==> src/rtl/traffic_pkg.sv <==
`default_nettype none
// ============================================================================
// Module      : traffic_pkg
// Description : Shared types for the side-lane sensor qualifier and the
//               traffic signal controller (lane FSM states, signal codes).
// Revision    : 1.0 - initial release
// ============================================================================
package traffic_pkg;

    typedef enum logic [1:0] {
        IDLE    = 2'd0,
        ACTIVE  = 2'd1,
        HOLD    = 2'd2,
        LOCKOUT = 2'd3
    } lane_state_t;

    typedef enum logic [1:0] {
        SIG_GREEN  = 2'b01,
        SIG_YELLOW = 2'b10,
        SIG_RED    = 2'b11
    } signal_t;

    function automatic int max_int(input int a, input int b);
        return (a > b) ? a : b;
    endfunction

endpackage
`default_nettype wire

==> src/rtl/sensor_debounce.sv <==
`default_nettype none
// ============================================================================
// Module      : sensor_debounce
// Description : Two-flop synchroniser and stability counter for the raw loop
//               detector; det follows the input after DEB_CYCLES stable cycles.
// Revision    : 1.0 - initial release
// ============================================================================
module sensor_debounce #(
    parameter int DEB_CYCLES = 3
) (
    input  logic clk,
    input  logic rst,
    input  logic raw,
    output logic det
);

    localparam int c_dcnt_w = (DEB_CYCLES > 1) ? $clog2(DEB_CYCLES) : 1;

    logic                s1_q;
    logic                s2_q;
    logic                det_q;
    logic                det_d;
    logic [c_dcnt_w-1:0] dcnt_q;
    logic [c_dcnt_w-1:0] dcnt_d;

    always_comb begin
        det_d  = det_q;
        dcnt_d = '0;
        if (s2_q != det_q) begin
            if (dcnt_q == c_dcnt_w'(DEB_CYCLES - 1)) begin
                det_d = s2_q;
            end else begin
                dcnt_d = dcnt_q + 1'b1;
            end
        end
    end

    always_ff @(posedge clk or posedge rst) begin
        if (rst) begin
            s1_q   <= 1'b0;
            s2_q   <= 1'b0;
            det_q  <= 1'b0;
            dcnt_q <= '0;
        end else begin
            s1_q   <= raw;
            s2_q   <= s1_q;
            det_q  <= det_d;
            dcnt_q <= dcnt_d;
        end
    end

    assign det = det_q;

endmodule
`default_nettype wire

==> src/rtl/lane_sensor_qualifier.sv <==
`default_nettype none
// ============================================================================
// Module      : lane_sensor_qualifier
// Description : Debounced, hold-stretched side-lane demand with arrival count.
//               Optional demand cap / lockout enabled by SENSOR_DEMAND_CAP_EN.
// Revision    : 1.0 - initial release
// ============================================================================
module lane_sensor_qualifier
    import traffic_pkg::*;
#(
    parameter int TICK_DIV   = 4,
    parameter int DEB_CYCLES = 3,
    parameter int HOLD_TICKS = 2,
    parameter int MAX_TICKS  = 20,
    parameter int LOCK_TICKS = 8,
    parameter int CNT_W      = 8
) (
    input  logic             clk,
    input  logic             rst,
    input  logic             raw_sensor,
    output logic             sensor,
    output logic [CNT_W-1:0] arrivals,
    output logic             cap_pulse
);

    localparam int c_tick_max = max_int(HOLD_TICKS, max_int(MAX_TICKS, LOCK_TICKS));
    localparam int c_tmr_w    = $clog2(c_tick_max) + 1;
    localparam int c_pcnt_w   = (TICK_DIV > 1) ? $clog2(TICK_DIV) : 1;

    logic                det;
    logic                tick;
    logic [c_pcnt_w-1:0] pcnt_q, pcnt_d;
    lane_state_t         state_q, state_d;
    logic [c_tmr_w-1:0]  htmr_q, htmr_d;
    logic                sensor_q, sensor_d;
    logic [CNT_W-1:0]    arrivals_q, arrivals_d;

    sensor_debounce #(
        .DEB_CYCLES(DEB_CYCLES)
    ) u_debounce (
        .clk(clk),
        .rst(rst),
        .raw(raw_sensor),
        .det(det)
    );

    assign tick = (pcnt_q == c_pcnt_w'(TICK_DIV - 1));

`ifdef SENSOR_DEMAND_CAP_EN
    logic [c_tmr_w-1:0] atmr_q, atmr_d;
    logic [c_tmr_w-1:0] ltmr_q, ltmr_d;
    logic               cap_pulse_q, cap_pulse_d;
    logic               cap_hit;

    assign cap_hit = tick && (atmr_q == c_tmr_w'(MAX_TICKS - 1));
`endif

    always_comb begin
        pcnt_d     = tick ? '0 : pcnt_q + 1'b1;
        state_d    = state_q;
        htmr_d     = htmr_q;
        arrivals_d = arrivals_q;
`ifdef SENSOR_DEMAND_CAP_EN
        atmr_d      = atmr_q;
        ltmr_d      = ltmr_q;
        cap_pulse_d = 1'b0;
        // Demand-time counts through ACTIVE and HOLD so a flickering loop cannot reset the cap.
        if ((state_q == ACTIVE || state_q == HOLD) && tick && atmr_q != '1)
            atmr_d = atmr_q + 1'b1;
        if (state_q == LOCKOUT && tick && ltmr_q != '1)
            ltmr_d = ltmr_q + 1'b1;
`endif
        if (state_q == HOLD && tick && htmr_q != '1)
            htmr_d = htmr_q + 1'b1;

        case (state_q)
            IDLE: begin
                if (det) begin
                    state_d = ACTIVE;
                    if (arrivals_q != {CNT_W{1'b1}})
                        arrivals_d = arrivals_q + 1'b1;
`ifdef SENSOR_DEMAND_CAP_EN
                    atmr_d = '0;
`endif
                end
            end
            ACTIVE: begin
                if (!det) begin
                    state_d = HOLD;
                    htmr_d  = '0;
                end
`ifdef SENSOR_DEMAND_CAP_EN
                else if (cap_hit) begin
                    state_d     = LOCKOUT;
                    ltmr_d      = '0;
                    cap_pulse_d = 1'b1;
                end
`endif
            end
            HOLD: begin
`ifdef SENSOR_DEMAND_CAP_EN
                if (cap_hit) begin
                    state_d     = LOCKOUT;
                    ltmr_d      = '0;
                    cap_pulse_d = 1'b1;
                end else
`endif
                if (det)
                    state_d = ACTIVE;
                else if (tick && htmr_q == c_tmr_w'(HOLD_TICKS - 1))
                    state_d = IDLE;
            end
`ifdef SENSOR_DEMAND_CAP_EN
            LOCKOUT: begin
                if (tick && ltmr_q == c_tmr_w'(LOCK_TICKS - 1))
                    state_d = IDLE;
            end
`endif
            default: state_d = IDLE;
        endcase

        sensor_d = (state_d == ACTIVE) || (state_d == HOLD);
    end

    always_ff @(posedge clk or posedge rst) begin
        if (rst) begin
            pcnt_q     <= '0;
            state_q    <= IDLE;
            htmr_q     <= '0;
            sensor_q   <= 1'b0;
            arrivals_q <= '0;
        end else begin
            pcnt_q     <= pcnt_d;
            state_q    <= state_d;
            htmr_q     <= htmr_d;
            sensor_q   <= sensor_d;
            arrivals_q <= arrivals_d;
        end
    end

`ifdef SENSOR_DEMAND_CAP_EN
    always_ff @(posedge clk or posedge rst) begin
        if (rst) begin
            atmr_q      <= '0;
            ltmr_q      <= '0;
            cap_pulse_q <= 1'b0;
        end else begin
            atmr_q      <= atmr_d;
            ltmr_q      <= ltmr_d;
            cap_pulse_q <= cap_pulse_d;
        end
    end

    assign cap_pulse = cap_pulse_q;
`else
    assign cap_pulse = 1'b0;
`endif

    assign sensor   = sensor_q;
    assign arrivals = arrivals_q;

endmodule
`default_nettype wire
==> config.mk <==
export PLATFORM = sky130hd
export DESIGN_NAME = lane_sensor_qualifier
export DESIGN_NICKNAME = d
export VERILOG_FILES = /design/src/rtl/traffic_pkg.sv /design/src/rtl/sensor_debounce.sv /design/src/rtl/lane_sensor_qualifier.sv
export SDC_FILE = /design/constraint.sdc
export NUM_CORES = 1
export LEC_CHECK = 0
export ABC_AREA = 1
export CAP_MARGIN = 20
export CORE_ASPECT_RATIO = 1.1
export CORE_UTILIZATION = 40
export CTS_BUF_LIST = sky130_fd_sc_hd__clkbuf_4 sky130_fd_sc_hd__clkbuf_8
export DETAILED_ROUTE_END_ITERATION = 8
export PLACE_DENSITY = 0.63
export SKIP_CTS_REPAIR_TIMING = 1
export SLEW_MARGIN = 30
export SYNTH_ARGS = -nofsm -noshare
export SYNTH_HDL_FRONTEND = slang
export SYNTH_SLANG_ARGS = --single-unit
==> constraint.sdc <==
create_clock -name clk -period 2.7 [get_ports clk]
set_input_delay 0.81 -clock clk [delete_from_list [all_inputs] [get_ports clk]]
set_output_delay 0.81 -clock clk [all_outputs]
set_load 0.005 [all_outputs]
==> qor.txt, run 1 <==
RD Place Congestion -> 0.821
max-cap violations -> 0
first-pass GRT wire length -> 3530 µm
startpoint types -> register
Synth Instances -> 151
Final ANT Viol Nets -> 0
RSZ-0062 raised after global routing -> no
cell total after placement -> 195
Tmin final -> 2.09 ns
worst min path class -> register to register
CP Class -> register to primary output
synthesized area -> 0.00124 mm²
P_leak -> 0.722 nW
initial antenna violation count -> 0
CTS max path bufs -> 2
CTS root buf -> clkbuf_4
most common cell after layout, fill and taps aside -> nand2_1
ys flop type -> dfrtp_1
Tcrit/Tclk final -> 0.773
compound-gate portion of the synthesized area -> 0.0242
Async SR Flop Fraction -> 1.00
outcome -> finished clean
Max VDD drop -> 0.000478 V
DP Area -> 0.00139 mm²
Row Count -> 20
fin cells -> 199
library cells used by synthesis -> 22
final non-filler cell area -> 0.00145 mm²
dpl hpwl -> 1670 µm
worst-skew pair later-pin latency -> 0.31 ns
crit path max fanout -> 5
largest net degree at the start of global routing -> 25
DRC -> 0
total I/O pin count -> 13
total global routing overflow -> 0
average size of a mapped cell -> 8.22 µm²
crit-path cells -> clkdlybuf4s50_1
Via density -> 4.76
CTS tree -> done
register area share after synthesis -> 0.484
Simple-Gate Fraction of Synth Area -> 0.342
mux share of post-synthesis cell area -> 0
clk sinks -> 24
Slew Limit Fails -> 0
Setup-failing EPs final -> 0
vias in the first global route -> 901
Die Width -> 55.1 µm
H-Tree Depth -> 1
Hold Violations, Final -> 0
Syn Nets -> 158
Critical Path RT -> 1.89 ns
Iteration-0 DRC Markers -> 13
Setup TNS -> 0 ns
clock slew seen by the registers of the worst setup and hold paths -> 0.13 ns
Top Family by Delay on Critical Path -> buffers and inverters
P&R area growth vs syn -> 16.4%
Crit-path slowest cell -> clkdlybuf4s50_1
Fmax -> 479 MHz
n_diodes -> 0
Pwr per Cell Area -> 869 mW/mm²
Die Ht -> 60.4 µm
CORE AREA -> 0.00285 mm²
most frequent cells in the layout -> 46 x nand2_1, 24 x dfrtp_1, 19 x inv_1
largest family of logic cells by synthesized area -> simple AND/OR/NAND/NOR gates
nets -> 174
vias after detailed routing -> 947
Finished Core Util -> 0.507
CP peak stage delay -> 0.53 ns
WL/cell -> 10.6 µm
crit path DAT -> 1.28 ns
DIE AREA -> 0.00333 mm²
final wirelength -> 2110 µm
drt pass-1 iters -> 4
Post-synth EDFFs -> 0
Buffers & Inverters on Critical Path -> 1
IO Port Bufs -> 11
critical path endpoint category -> primary output
Synth Area in Adders -> 0.0403
layout cells sized above 1 -> 0.108
Post-Route Skew -> 0.00693 ns
CTS Buf Count -> 3
Total GRT Usage -> 0.151
Synth Area in XOR/XNOR -> 0.0353
initial core utilization -> 0.435
Ys Warns -> 0
synthesis-stage register bit count -> 24
==> power by group <==
part	leakage, nW	switching [W]	internal [W]
Combinational	0.386	0.000236	0.000201
Sequential	0.308	0.000105	0.000460
Clock	0.0279	0.000104	0.000150
Total	0.722	0.000446	0.000811
==> registers in the layout (all words and copies together) (netlist names) <==
name / count
u_debounce.s2_q: 1
arrivals: 8
u_debounce.s1_q: 1
htmr_q: 6
u_debounce.det: 1
u_debounce.dcnt_q: 2
pcnt_q: 2
state_q: 2
sensor: 1
==> final timing paths <==
kind	start	to	slack, ns	cells after the start
worst max-delay path	arrivals[3]	arrivals[3]	0.61	1
worst min-delay path	u_debounce.s1_q	u_debounce.s2_q	0.36	0
worst max register to register	arrivals[0]	arrivals[6]	1.24	9
worst min register to register	u_debounce.s1_q	u_debounce.s2_q	0.36	0
max in group asynchronous	rst	pcnt_q[0]	1.65	3
min in group asynchronous	rst	u_debounce.dcnt_q[0]	0.82	3
==> cell usage after synthesis, types with 3 or more instances <==
cell,count,area (µm²)
dfrtp_1,24,601
ha_1,4,50.1
inv_1,19,71.3
nand2_1,46,173
nand2_2,5,31.3
nand3_1,5,25.0
nand3b_1,4,30.0
nor2_1,16,60.1
nor3_1,5,25.0
o21ai_0,5,25.0
xnor2_1,3,26.3
==> per-layer routing <==
metal / wire length [µm] / track usage
met2: 1090 / 0.301
met1: 910 / 0.148
met4: 47 / 0.0643
met5: 0 / 0
met3: 66 / 0.0226
==> layout make-up <==
type	instances	area, µm²
timing repair buffer	12	118
clock buffer	3	22.5
tap	33	41.3
clock inverter	1	30.0
sequential	24	601
fill	304	1410
inverter	21	81.3
multi-input combinational	105	552
==> stage by stage <==
| stage | power, W | worst slack (ns) | hold slack, ns |
|---|---|---|---|
| after floorplan | 0.000854 | 1.40 | 0.331 |
| after global placement | 0.000997 | 0.970 | 0.333 |
| after detailed placement | 0.00102 | 0.960 | 0.336 |
| after CTS | 0.00127 | 0.599 | 0.367 |
| after global routing | 0.00137 | 0.527 | 0.382 |
| final | 0.00126 | 0.612 | 0.364 |
==> kinds of logic (layout without fill, tap and decap cells) <==
family	Yosys count	count (layout)
AO/OA/AOI/OAI	6	6
XOR/XNOR	5	5
adder cells (fa/ha/maj)	4	4
buffers and inverters	22	37
flip-flops	24	24
other	1	1
AND/OR/NAND/NOR	89	89
No activity file was read; power rests on OpenSTA's default activity.
==> inputs of run 2 (changes only) <==
==> constraint.sdc (replaced) <==
create_clock -name clk -period 2.15 [get_ports clk]
set_input_delay 0.645 -clock clk [delete_from_list [all_inputs] [get_ports clk]]
set_output_delay 0.645 -clock clk [all_outputs]
set_load 0.005 [all_outputs]
==> run 2 against run 1 <==
Critical path depth is the same. Worst hold slack about the same. Largest power group unchanged. First-iteration DRC count rose by 7.7%. Wire length grew 1.6%. Utilization unchanged. Sequential share of layout area unchanged. Die area stayed put. Combinational power increased by 26%.
==> qor.txt, run 2 (synthesis results as in run 1) <==
vias in the first global route -> 913 (+1.3%)
drt pass-1 iters -> 4 (unchanged)
Seq pwr share -> 0.449 (about the same)
CP Class -> register to primary output
outcome -> finished clean
Via density -> 4.78 (+0.53%)
Critical Path RT -> 1.50 ns (-0.39 ns)
P&R area growth vs syn -> 16.4% (unchanged)
Die Width -> 55.1 µm (unchanged)
Buffers & Inverters on Critical Path -> 1 (unchanged)
RD Place Congestion -> 0.821 (about the same)
Tcrit/Tclk final -> 0.897
Crit-path slowest cell -> clkdlybuf4s50_1
first-pass GRT wire length -> 3580 µm (+1.4%)
Final WS setup -> 0.222 ns (-0.390 ns)
crit-path cells -> clkdlybuf4s50_1
IO Port Bufs -> 11 (unchanged)
Total Power -> 0.00158 W (+26%)
Die Ht -> 60.4 µm (unchanged)
Post-Route Skew -> 0.00901 ns (+0.00208 ns)
DRC -> 0 (unchanged)
most common cell after layout, fill and taps aside -> nand2_1
Total GRT Usage -> 0.153 (+0.00155)
Fmax -> 519 MHz
CTS root buf -> clkbuf_4
Finished Core Util -> 0.507 (unchanged)
Pwr per Cell Area -> 1090 mW/mm² (+26%)
initial antenna violation count -> 0 (unchanged)
Final ANT Viol Nets -> 0 (unchanged)
clock share of power -> 0.203 (about the same)
Setup-failing EPs final -> 0 (unchanged)
n_diodes -> 0 (unchanged)
worst min path class -> register to register
Max VDD drop -> 0.000601 V (+26%)
Slew Limit Fails -> 0 (unchanged)
Iteration-0 DRC Markers -> 14 (+1)
CTS max path bufs -> 2 (unchanged)
Gate power share -> 0.348 (about the same)
max-cap violations -> 0 (unchanged)
H-Tree Depth -> 1 (unchanged)
CP peak stage delay -> 0.53 ns (about the same)
largest net degree at the start of global routing -> 25 (unchanged)
P_leak -> 0.722 nW (unchanged)
crit path max fanout -> 5 (unchanged)
flip-flop count of the largest register after layout -> 8 (unchanged)
total global routing overflow -> 0 (unchanged)
Hold Violations, Final -> 0 (unchanged)
Top Family by Delay on Critical Path -> buffers and inverters
clock slew seen by the registers of the worst setup and hold paths -> 0.13 ns (about the same)
DIE AREA -> 0.00333 mm² (unchanged)
most frequent cells in the layout -> 46 x nand2_1, 24 x dfrtp_1, 19 x inv_1
dpl hpwl -> 1670 µm (-0.11%)
RSZ-0062 raised after global routing -> no
critical path endpoint category -> primary output
crit path DAT -> 1.28 ns (about the same)
total I/O pin count -> 13 (unchanged)
WL/cell -> 10.8 µm (+1.6%)
CTS tree -> done
Pint -> 0.00102 W (+26%)
worst-skew pair later-pin latency -> 0.31 ns (about the same)
clk sinks -> 24 (unchanged)
vias after detailed routing -> 952 (+0.53%)
nets -> 174 (unchanged)
Post-Place Setup Slack -> 0.575 ns (-0.385 ns)
CTS Buf Count -> 3 (unchanged)
Row Count -> 20 (unchanged)
Setup TNS -> 0 ns (unchanged)
final wirelength -> 2140 µm (+1.6%)
initial core utilization -> 0.435 (unchanged)
Tmin final -> 1.93 ns
worst hold margin -> 0.364 ns (+0.000223 ns)
CORE AREA -> 0.00285 mm² (unchanged)
sw frac -> 0.356 (+0.000866)
layout cells sized above 1 -> 0.108 (unchanged)
startpoint types -> register
Sw Pwr -> 0.000562 W (+26%)
run 2: cell counts in the layout (fill, tap and decap cells not counted):
No cell type changed its count.
run 2: power groups by stage:
stage	Combinational, W	Sequential (W)	Clock (W)
5_1_grt	0.000634	0.000725	0.000357
3_5_place_dp	0.000556	0.000720	0
6_report	0.000550	0.000709	0.000321
4_1_cts	0.000559	0.000709	0.000330
3_3_place_gp	0.000539	0.000713	0
2_1_floorplan	0.000368	0.000705	0
run 2: per-stage QoR:
step	std cells	cell area, µm²
3_5_place_dp	195	1390
3_3_place_gp	195	1390
4_1_cts	199	1450
2_1_floorplan	151	1240
5_1_grt	199	1450
6_report	199	1450
run 2: path summary, 6_finish.rpt:
check | startpoint | to | slack [ns] | cells after the start
setup / recovery | arrivals[3] | arrivals[3] | 0.22 | 1
hold / removal | u_debounce.s1_q | u_debounce.s2_q | 0.36 | 0
setup reg to reg | arrivals[0] | arrivals[6] | 0.68 | 9
hold reg to reg | u_debounce.s1_q | u_debounce.s2_q | 0.36 | 0
max in group asynchronous | rst | pcnt_q[1] | 1.26 | 3
min in group asynchronous | rst | arrivals[7] | 0.65 | 3
run 2: layout make-up:
cell class	instances	area (µm²)
fillers	297	1410
flip-flops and latches	24	601
multi-input cells	105	552
repair buffers	12	118
inverters	21	81.3
well taps	33	41.3
clock inverters	1	30.0
clock buffers	3	22.5
run 2: routing by layer:
layer | routed length [µm] | vias to the layer above | track usage
met5 | 0 | - | 0
met4 | 37 | 0 | 0.0643
met3 | 67 | 4 | 0.0226
met2 | 1130 | 17 | 0.303
met1 | 912 | 439 | 0.151
li1 | - | 492 | -
